$ cat src/rtl/alu_share_pkg.sv
// alu_share_pkg: shared widths and FSM state encoding for the ALU-sharing arbiter.
package alu_share_pkg;
    localparam int ALU_W = 4;
    localparam int OP_W  = 3;
    localparam int RES_W = 5;
    typedef enum logic [1:0] {IDLE = 2'd0, ISSUE = 2'd1, RESP = 2'd2} state_t;
endpackage

$ cat src/rtl/alu.sv
// alu: 4-bit combinational ALU, 5-bit result so carries and shifts keep their top bit.
module alu
    import alu_share_pkg::*;
(
    input  logic [ALU_W-1:0] a,
    input  logic [ALU_W-1:0] b,
    input  logic [OP_W-1:0]  op,
    output logic [RES_W-1:0] result
);
    always_comb begin
        case (op)
            3'd0:    result = {1'b0, a} + {1'b0, b};
            3'd1:    result = {1'b0, a} - {1'b0, b};
            3'd2:    result = {1'b0, a & b};
            3'd3:    result = {1'b0, a | b};
            3'd4:    result = {1'b0, a ^ b};
            3'd5:    result = {a, 1'b0};
            3'd6:    result = {2'b00, a[ALU_W-1:1]};
            default: result = {1'b0, ~a};
        endcase
    end
endmodule

$ cat src/rtl/rr_arb2.sv
// rr_arb2: two-way round-robin grant; ptr breaks the tie only when both request.
module rr_arb2 (
    input  logic [1:0] valid,
    input  logic       ptr,
    output logic       gnt,
    output logic       any
);
    assign any = |valid;
    assign gnt = &valid ? ptr : valid[1];
endmodule

$ cat src/rtl/alu_share_arbiter.sv
// alu_share_arbiter: shares one ALU between two requesters through an
// IDLE -> ISSUE -> RESP FSM with a registered, tagged response channel.
module alu_share_arbiter
    import alu_share_pkg::*;
#(
    parameter logic RR_INIT = 1'b0,
    parameter int   CNT_W   = 8
) (
    input  logic               clk,
    input  logic               rst,
    input  logic [1:0]         req_valid,
    output logic [1:0]         req_ready,
    input  logic [2*ALU_W-1:0] req_a,
    input  logic [2*ALU_W-1:0] req_b,
    input  logic [2*OP_W-1:0]  req_op,
    output logic               rsp_valid,
    input  logic               rsp_ready,
    output logic               rsp_id,
    output logic [RES_W-1:0]   rsp_result,
    output logic               busy,
    output logic [CNT_W-1:0]   op_cnt0,
    output logic [CNT_W-1:0]   op_cnt1
);
    state_t             state;
    logic               rr_ptr;
    logic               gnt;
    logic               any;
    logic               id_q;
    logic [ALU_W-1:0]   a_q;
    logic [ALU_W-1:0]   b_q;
    logic [OP_W-1:0]    op_q;
    logic [RES_W-1:0]   alu_res;

    rr_arb2 u_arb (.valid(req_valid), .ptr(rr_ptr), .gnt(gnt), .any(any));

    // The ALU only ever sees latched operands, so requester payload may change after accept.
    alu u_alu (.a(a_q), .b(b_q), .op(op_q), .result(alu_res));

    assign req_ready = (!rst && state == IDLE && any) ? (gnt ? 2'b10 : 2'b01) : 2'b00;
    assign busy      = state != IDLE;

    always_ff @(posedge clk) begin
        if (rst) begin
            state      <= IDLE;
            rr_ptr     <= RR_INIT;
            rsp_valid  <= 1'b0;
            rsp_id     <= 1'b0;
            rsp_result <= '0;
            op_cnt0    <= '0;
            op_cnt1    <= '0;
            id_q       <= 1'b0;
            a_q        <= '0;
            b_q        <= '0;
            op_q       <= '0;
        end else begin
            case (state)
                IDLE: if (any) begin
                    a_q    <= gnt ? req_a[2*ALU_W-1:ALU_W] : req_a[ALU_W-1:0];
                    b_q    <= gnt ? req_b[2*ALU_W-1:ALU_W] : req_b[ALU_W-1:0];
                    op_q   <= gnt ? req_op[2*OP_W-1:OP_W] : req_op[OP_W-1:0];
                    id_q   <= gnt;
                    rr_ptr <= ~gnt;
                    state  <= ISSUE;
                end
                ISSUE: begin
                    rsp_result <= alu_res;
                    rsp_id     <= id_q;
                    rsp_valid  <= 1'b1;
                    state      <= RESP;
                end
                RESP: if (rsp_ready) begin
                    rsp_valid <= 1'b0;
                    // Increment by the inverted all-ones flag so counters stick at max.
                    if (rsp_id) op_cnt1 <= op_cnt1 + {{(CNT_W-1){1'b0}}, ~&op_cnt1};
                    else        op_cnt0 <= op_cnt0 + {{(CNT_W-1){1'b0}}, ~&op_cnt0};
                    state     <= IDLE;
                end
                default: state <= IDLE;
            endcase
        end
    end
endmodule

$ cat config.mk
export PLATFORM = sky130hd
export DESIGN_NAME = alu_share_arbiter
export DESIGN_NICKNAME = d
export VERILOG_FILES = /design/src/rtl/alu_share_pkg.sv /design/src/rtl/alu.sv /design/src/rtl/rr_arb2.sv /design/src/rtl/alu_share_arbiter.sv
export SDC_FILE = /design/constraint.sdc
export NUM_CORES = 1
export LEC_CHECK = 0
export ABC_CLOCK_PERIOD_IN_PS = 5700
export CAP_MARGIN = 0
export CORE_MARGIN = 3
export CORE_UTILIZATION = 40
export CTS_BUF_LIST = sky130_fd_sc_hd__clkbuf_4 sky130_fd_sc_hd__clkbuf_8
export CTS_CLUSTER_DIAMETER = 30
export DETAILED_ROUTE_END_ITERATION = 6
export GPL_TIMING_DRIVEN = 0
export MAX_ROUTING_LAYER = met4
export PLACE_DENSITY = 0.67
export SETUP_SLACK_MARGIN = 0.5
export SLEW_MARGIN = 20
export SYNTH_ARGS = -nofsm -noshare
export SYNTH_HDL_FRONTEND = slang
export SYNTH_SLANG_ARGS = --single-unit
$ cat constraint.sdc
create_clock -name clk -period 5.7 [get_ports clk]
set_input_delay 0.855 -clock clk [delete_from_list [all_inputs] [get_ports clk]]
set_output_delay 0.855 -clock clk [all_outputs]
set_load 0.05 [all_outputs]
==> metrics <==
top flip-flop cell by instance count after synthesis=sky130_fd_sc_hd__dfxtp_1; antenna violations before repair=0; Final Setup Violations=0; Setup TNS Final=0 ns; FP Rows=27; Syn-to-layout area delta=31.8%; Port Buffer Count=52; diode count=0; pin count of the biggest net entering global routing=14; buffers inserted by post-CTS timing repair=0; CTS tree=yes; detailed-placement wirelength estimate=3980 um; WP data required=4.85 ns; endpoint type of the worst setup path=primary output; detail-routed net length per standard cell=13.4 um; Congestion Overflow GR=0; Post-Place Cells=381; clock buffers created by TritonCTS=5; utilization after layout=55.3%; Cells after Synth=257; setup repair after global routing missed its margin=no; average footprint of a synthesized cell=9.16 um^2; final total power=831 uW; GRT Total Usage=16.6%; kind of critical path=primary input to primary output; count of max-cap constraint violations=0; P per Cell Area=268 mW/mm^2; Tmin final=3.68 ns; number of top-level pins=53; # nets final=361; number of filler cells placed in the layout=555; cell types with the largest area share after synthesis=sky130_fd_sc_hd__dfxtp_1, sky130_fd_sc_hd__ha_1, sky130_fd_sc_hd__mux2i_1; TritonCTS Sinks=38; number of iterations in the first detailed-routing pass=4; Slowest Stage Delay on Critical Path=0.81 ns; share of Yosys cell area claimed by the top area cell type=32.3%; post-detailed-routing wire length=5200 um; Final Cycle Share=64.5%; number of standard cells in the layout, taps in and fillers out=389; critical path, cell by cell=clkdlybuf4s50_1 -> inv_2 -> o21ai_4 -> buf_6 -> and3_1 -> clkdlybuf4s50_1; Max FO, Critical Path=10; placed standard-cell area=0.00296 mm^2; chip height=82.7 um; final count of hold timing violations=0; clock-pin slew on the worst setup and hold paths=0.08 ns; master of the slowest instance on the critical path=sky130_fd_sc_hd__clkdlybuf4s50_1; clock network latency to the later pin of the worst-skew pair=0.30 ns; DRC violation count after routing=0; internal reg-to-reg setup slack=3.01 ns; clock root buffer=sky130_fd_sc_hd__clkbuf_8; post-route ant nets=0; worst IR drop on VDD=0.119 mV; cell mode on critical path=sky130_fd_sc_hd__clkdlybuf4s50_1; Gates resized, CTS repair=0; number of global-route vias before repair=1827; leakage power of the design=0.00124 uW; Final Max Tran Viols=0; type of origin of the critical path=primary input; floorplan die area=0.00684 mm^2; sequential area share after synthesis=32.3%; number of synthesized flops with an enable pin=0; number of register bits inferred by synthesis=38; Initial Util=42.0%; layout cells sized above 1=14.2%; Tightest Pin Transition=0.630 ns; Synth Net Count=302; post-synthesis cell type with the largest combined area=sky130_fd_sc_hd__dfxtp_1; first-pass GRT wire length=8610 um; Clock Path Buffers=2; last weighted congestion value of the routability-driven placer=0.857; most instantiated library cell after synthesis=sky130_fd_sc_hd__dfxtp_1; First DRT Iteration DRCs=113; netlist area before placement=0.00235 mm^2; number of warnings reported in the yosys synthesis log=0; Max H-tree Level=2; Core Area=0.00561 mm^2; status=finished clean; highest clock frequency the design can meet=0.272 GHz; share of synthesized registers carrying an async set or reset=0%; Setup Skew=0.00772 ns; type of the most critical hold path=flip-flop to flip-flop; tightest slew margin relative to the limit=58.0%; number of buffers inserted for hold repair after clock tree synthesis=0; Layout Cell Area excl Fill=0.00310 mm^2; data arrival time of the critical path=2.82 ns; Die Span X=82.7 um; synth unique cells=58; vias per cell=5.13; via count of the routed design=1994; commonest cells in the netlist=sky130_fd_sc_hd__dfxtp_1, sky130_fd_sc_hd__nor2_1, sky130_fd_sc_hd__a21oi_1, sky130_fd_sc_hd__ha_1, sky130_fd_sc_hd__nand2_1
[kinds of logic (layout without fill, tap and decap cells)]
logic type      Yosys count  count (layout)  synth area share (%)
simple gates             87              87                  20.2
fa+ha+maj                18              18                  9.89
flops                    38              38                  32.3
buf+inv                  27              87                  6.01
mux                      16              16                  6.91
compound gates           57              57                  19.5
xor+xnor                 14              14                  5.21
[critical path: cells and delay by family]
family          cells  cell delay, ns
buf+inv             4            1.60
compound gates      1            0.20
simple gates        1            0.17
[power by group]
part	leakage, uW	internal [uW]	switching (uW)
registers	0.000311	283	24.1
clock network	0.0000683	175	103
logic	0.000860	111	134
[worst paths after layout]
path                   startpoint                         end  cells after the start
max                  req_valid[0]                req_ready[0]                      6
min             id_q$_SDFFE_PP0P_         rsp_id$_SDFFE_PP0P_                      2
max reg2reg  op_q[1]$_SDFFE_PP0P_  rsp_result[1]$_SDFFE_PP0P_                      9
min reg2reg     id_q$_SDFFE_PP0P_         rsp_id$_SDFFE_PP0P_                      2
[per-stage QoR]
| stage | hold WS [ns] | setup slack [ns] |
|---|---|---|
| after floorplan | 0.432 | 2.62 |
| after CTS | 0.448 | 2.00 |
| final | 0.444 | 2.02 |
| after detailed placement | 0.448 | 2.02 |
| after global placement | 0.445 | 2.03 |
| after global routing | 0.493 | 1.93 |
[placed cells by master (no fill, tap or decap), types with 3 or more instances in the layout]
| master | n |
|---|---|
| sky130_fd_sc_hd__buf_2 | 5 |
| sky130_fd_sc_hd__nand2_1 | 15 |
| sky130_fd_sc_hd__nand4_1 | 7 |
| sky130_fd_sc_hd__xnor2_1 | 5 |
| sky130_fd_sc_hd__mux2i_1 | 14 |
| sky130_fd_sc_hd__ha_1 | 17 |
| sky130_fd_sc_hd__inv_1 | 12 |
| sky130_fd_sc_hd__a211oi_2 | 10 |
| sky130_fd_sc_hd__clkbuf_8 | 5 |
| sky130_fd_sc_hd__nand3b_1 | 3 |
| sky130_fd_sc_hd__nand2b_1 | 3 |
| sky130_fd_sc_hd__and3_1 | 4 |
| sky130_fd_sc_hd__a31oi_1 | 3 |
| sky130_fd_sc_hd__nor3_2 | 3 |
| sky130_fd_sc_hd__nand3_1 | 4 |
| sky130_fd_sc_hd__o21ai_0 | 5 |
| sky130_fd_sc_hd__a21oi_1 | 17 |
| sky130_fd_sc_hd__dfxtp_1 | 38 |
| sky130_fd_sc_hd__a211oi_1 | 4 |
| sky130_fd_sc_hd__clkdlybuf4s50_1 | 52 |
| sky130_fd_sc_hd__xor2_1 | 9 |
| sky130_fd_sc_hd__nor2_1 | 32 |
| sky130_fd_sc_hd__buf_6 | 4 |
[routing by layer]
metal  share of wire [%]  GRT usage, %  vias up  wire (um)
met5                   0             -        -          0
met4                0.48          3.92        0         25
met3                 3.9          3.58        2        203
met2                  44          24.2       43       2310
met1                  51          23.5      897       2670
li1                    -             -     1052          -
[state kept, by name, indices dropped and copies added, names as in the netlist]
name and count:
op_cnt0 8, op_cnt1 8, rsp_result 5, a_q 4
b_q 4, op_q 3, state 2, id_q 1
rr_ptr 1, rsp_id 1, rsp_valid 1
[layout make-up]
type / instances / area (um^2) / area share (%)
repair buffers: 52 / 520 / 16.8
plain buffers: 13 / 88.8 / 2.86
clock buffers: 5 / 68.8 / 2.22
well taps: 72 / 90.1 / 2.90
multi-input cells: 192 / 1450 / 46.8
flip-flops and latches: 38 / 761 / 24.5
clock inverters: 3 / 68.8 / 2.22
inverters: 14 / 52.6 / 1.69
(Power assumes the default switching activity.)
